[config.mk]
export PLATFORM = sky130hd
export DESIGN_NAME = rf_param_2r1w
export DESIGN_NICKNAME = d
export VERILOG_FILES = /design/src/rtl/rf_param_2r1w.sv
export SDC_FILE = /design/constraint.sdc
export NUM_CORES = 1
export LEC_CHECK = 0
export ABC_AREA = 1
export ABC_CLOCK_PERIOD_IN_PS = 1300
export CAP_MARGIN = 20
export CORE_ASPECT_RATIO = 1.5
export CORE_MARGIN = 5
export CORE_UTILIZATION = 30
export CTS_BUF_LIST = sky130_fd_sc_hd__clkbuf_2
export DETAILED_ROUTE_END_ITERATION = 7
export GPL_TIMING_DRIVEN = 1
export MAX_ROUTING_LAYER = met4
export SLEW_MARGIN = 20
export SYNTH_ARGS = -nofsm -noshare
export SYNTH_HDL_FRONTEND = slang
export SYNTH_SLANG_ARGS = --single-unit
[constraint.sdc]
create_clock -name clk -period 1.3 [get_ports clk]
set_input_delay 0.195 -clock clk [delete_from_list [all_inputs] [get_ports clk]]
set_output_delay 0.195 -clock clk [all_outputs]
set_load 0.05 [all_outputs]
[src/rtl/rf_param_2r1w.sv]
// rf_param_2r1w: parameterised register file, two registered read ports, one write port.
//
// Parameters:
//   WIDTH      data bits per register (1..64)
//   DEPTH      number of registers (2..256, need not be a power of two)
//   ZERO_REG0  1: register 0 reads as zero and ignores writes
//   ADDR_W     derived as $clog2(DEPTH); not overridable
//
// Ports:
//   clk                 rising-edge clock
//   rst_n               asynchronous active-low reset; clears registers and read outputs
//   wrEn/wrAddr/wrVal   write request, address and data
//   rdEnA/rdAddrA       port-A read request and address
//   rdValA/rdValidA     port-A read data (held when idle) and one-cycle valid pulse
//   rdEnB/.../rdValidB  port B, identical to port A
//
// Build option:
//   RF_BYPASS_EN  defined: a read colliding with a write at the same edge returns
//                 the write data. Undefined: it returns the pre-write contents.

module rf_param_2r1w #(
  parameter int unsigned WIDTH     = 4,
  parameter int unsigned DEPTH     = 8,
  parameter bit          ZERO_REG0 = 1'b0,
  localparam int unsigned ADDR_W   = $clog2(DEPTH)
) (
  input  logic              clk,
  input  logic              rst_n,
  input  logic              wrEn,
  input  logic [ADDR_W-1:0] wrAddr,
  input  logic [WIDTH-1:0]  wrVal,
  input  logic              rdEnA,
  input  logic [ADDR_W-1:0] rdAddrA,
  output logic [WIDTH-1:0]  rdValA,
  output logic              rdValidA,
  input  logic              rdEnB,
  input  logic [ADDR_W-1:0] rdAddrB,
  output logic [WIDTH-1:0]  rdValB,
  output logic              rdValidB
);

  logic [WIDTH-1:0] regs_q [DEPTH];
  logic             wr_ok;
  logic [WIDTH-1:0] rd_val_a_d, rd_val_a_q;
  logic [WIDTH-1:0] rd_val_b_d, rd_val_b_q;
  logic             rd_valid_a_d, rd_valid_a_q;
  logic             rd_valid_b_d, rd_valid_b_q;

  function automatic logic in_range(input logic [ADDR_W-1:0] a);
    return 32'(a) < DEPTH;
  endfunction

  // Address 0 is a hole when ZERO_REG0 is set: never written, always read as zero.
  function automatic logic is_zero_reg(input logic [ADDR_W-1:0] a);
    return ZERO_REG0 && (a == '0);
  endfunction

  function automatic logic [WIDTH-1:0] read_sel(input logic [ADDR_W-1:0] a);
    logic [WIDTH-1:0] v;
    v = '0;
    if (in_range(a) && !is_zero_reg(a)) begin
      v = regs_q[a];
`ifdef RF_BYPASS_EN
      if (wr_ok && (wrAddr == a)) begin
        v = wrVal;
      end
`endif
    end
    return v;
  endfunction

  always_comb begin
    wr_ok = wrEn && in_range(wrAddr) && !is_zero_reg(wrAddr);
  end

  // Idle ports hold their last data; only the valid flag drops.
  always_comb begin
    rd_val_a_d   = rd_val_a_q;
    rd_val_b_d   = rd_val_b_q;
    rd_valid_a_d = rdEnA;
    rd_valid_b_d = rdEnB;
    if (rdEnA) begin
      rd_val_a_d = read_sel(rdAddrA);
    end
    if (rdEnB) begin
      rd_val_b_d = read_sel(rdAddrB);
    end
  end

  always_ff @(posedge clk or negedge rst_n) begin
    if (!rst_n) begin
      for (int unsigned i = 0; i < DEPTH; i++) begin
        regs_q[i] <= '0;
      end
    end else if (wr_ok) begin
      regs_q[wrAddr] <= wrVal;
    end
  end

  always_ff @(posedge clk or negedge rst_n) begin
    if (!rst_n) begin
      rd_val_a_q   <= '0;
      rd_val_b_q   <= '0;
      rd_valid_a_q <= 1'b0;
      rd_valid_b_q <= 1'b0;
    end else begin
      rd_val_a_q   <= rd_val_a_d;
      rd_val_b_q   <= rd_val_b_d;
      rd_valid_a_q <= rd_valid_a_d;
      rd_valid_b_q <= rd_valid_b_d;
    end
  end

  assign rdValA   = rd_val_a_q;
  assign rdValB   = rd_val_b_q;
  assign rdValidA = rd_valid_a_q;
  assign rdValidB = rd_valid_b_q;

endmodule
==> results.toml <==
[finish]
nets = 369
stdcell_area_sq_um = 2840
syn2layout_area_growth_pct = 26.6
layout-drive-gt1-share = 0.108
layout.cells.non_filler = 452

[cts]
clockBufferDepth = 2
tritoncts = "yes"
clkSlewWorstSetupHoldPaths_ps = 220
htree_levels = 2
cts.sinks = 42
cts_made_buffers = 5
post_cts_buffers = 0
cts-root-buf = "clkbuf_2"
postCtsHoldBufs = 1
insertion_delay_ps = 410
cts_resized = 0

[global_routing]
grt_max_degree = 27
grt_remaining_overflow = 0
grt_pass1_vias = 2129
antenna_found_initial = 1
grt_usage = 0.152
grt_first_pass_wirelength_microns = 10600

[timing]
min_period_ps = 1230
rsz0062_at_grt = "no"
skew_ps = 16.7
holdWs_ps = 213
slew_violations = 0
setup_viol = 0
clock.fmax_mhz = 812
worst_pin_slew_ps = 430
final_hold_viol_count = 0
setup_ws_ps = 69.0
fin_tns_setup_ps = 0
min_period_over_period = 0.947
slew_headroom = 0.714

[synthesis]
synth_area_sq_um = 2240
yosys_register_bits = 42
postSynthAreaPerCell_sq_um = 7.20
syn_nets = 329
ys_warn_count = 0
synthCells = 311
synth-seq-area-share = 0.469
netlist_top_cells_area = "dfrtp_1, nand2_1, nand3_1"
synth_top_area_frac = 0.469
ys_types = 13
synth_top_cell_by_area = "dfrtp_1"

[drt]
avgViaCountPerCell = 4.53
vias = 2048
ant_nets = 0
drc = 0
routed_wirelength_microns = 6190
first_iter_violations = 241
dr.pass1.iters = 4
wl_per_cell_microns = 13.7

[floorplanning]
dieArea_sq_um = 9330
dieWidth_microns = 80.5
rows = 38
fp.dieH_microns = 116
coreArea_sq_um = 7270
start_util = 0.308
num_io_pins = 28

[critical_path]
crit_cells = 1
r2r-start = "regs_q[2]"
r2r_end = "rdValA[2]"
critical_path_buf_inv_count = 1
path_max_fanout = 2
crit_path_end = "rdValB[2]"
critPathLaunch = "rdValB[2]"
slowest_stage = "dfrtp_1"
start_kind = "flip-flop"
path_delay_family = "flip-flops"
crit_type = "reg2out"
cp-end-kind = "output pin"
r2r_cells = 6
required_ps = 1110
ff2ff_setup_slack_ps = 260
critical_path.max_stage_delay_ps = 470
crit_chain = "buf_12"
worst_ep_arrival_time_ps = 1040

[place]
hpwl_microns = 5000
placed_area_sq_um = 2780
port_buffers = 27
place_congestion = 0.993
dp_slack_ps = -256
place_inst = 443

[status]
outcome = "finished clean"

[flow_run]
cap_violations = 0

[min_path]
hp-class = "in2async"

[power_and_ir_drop]
switching_share = 0.371
seqPwrFrac = 0.500
p_leak_uw = 0.00145
ir_drop_uv = 364
power_density_nw_per_um2 = 1180
p_comb_frac = 0.331
clkPwrFrac = 0.169
internal_power_uw = 2110
p_switching_uw = 1240
## cell usage after synthesis, drive strengths merged
library cell  number
buf                8
o21ai             32
nand3             57
nor2               4
inv               48
nand2            119
dfrtp             42
nor3               1
## flip-flops by register name (all words and copies together) (netlist names)
name      count
rdValidB      1
rdValA        4
rdValidA      1
rdValB        4
regs_q       32
## metrics by stage
stage	utilization	total power (uW)
finish	0.390	3350
global route	0.390	3580
CTS	0.389	3390
detailed placement	0.383	2810
global placement	0.383	2810
floorplan	-	2320
## layer usage
metal,GRT usage,vias to the layer above,part of all wire
li1,-,1049,-
met1,0.175,951,0.42
met2,0.269,43,0.53
met3,0.0218,5,0.032
met4,0.0474,0,0.012
met5,-,-,0
## cells by family (layout without fill, tap and decap cells)
| logic type | after synthesis | in the layout | synth area share |
|---|---|---|---|
| compound gates | 32 | 32 | 0.0715 |
| buf+inv | 56 | 96 | 0.114 |
| flops | 42 | 42 | 0.469 |
| other cells | 0 | 1 | 0 |
| simple gates | 181 | 181 | 0.345 |
## worst reg2reg max path, delay by kind of cell, from the launching register on
kind,cells,cell delay (ps)
flops,1,410
simple gates,5,440
buf+inv,1,90
## layout make-up
class / instances / area [sq um]
clock buffers: 5 / 25.0
diodes: 1 / 2.50
fillers: 783 / 4440
repair buffers: 41 / 498
inverters: 48 / 185
multi-input cells: 213 / 933
clock inverters: 2 / 15.0
flip-flops and latches: 42 / 1050
well taps: 100 / 125
## cells in the final DEF, fill, tap and decap left out, types with 3 or more instances in the layout
cell type | synthesis | final
nand3_1 | 57 | 57
nand2_1 | 116 | 116
o21ai_0 | 32 | 32
dfrtp_1 | 42 | 42
buf_12 | 0 | 12
nand2_2 | 3 | 3
clkdlybuf4s50_1 | 0 | 16
inv_1 | 46 | 46
clkbuf_2 | 0 | 5
buf_4 | 2 | 11
nor2_1 | 3 | 3
## power groups by stage
stage | Clock [uW] | Combinational, uW | Sequential [uW]
floorplan | 0 | 530 | 1790
global placement | 0 | 1120 | 1690
detailed placement | 0 | 1110 | 1700
CTS | 593 | 1120 | 1680
global route | 637 | 1230 | 1710
finish | 565 | 1110 | 1670
## worst min-delay path by stage
stage / end / start / cells after the start / slack (ps)
after CTS: regs_q[6] / rst_n / 2 / 200
final: regs_q[2] / rst_n / 2 / 210
after global placement: regs_q[6] / rst_n / 1 / 150
after detailed placement: regs_q[6] / rst_n / 1 / 160
after global routing: regs_q[6] / rst_n / 2 / 210
after floorplan: rdValA[0] / rst_n / 0 / -100
Note: power is estimated with default switching activity, not from simulation.
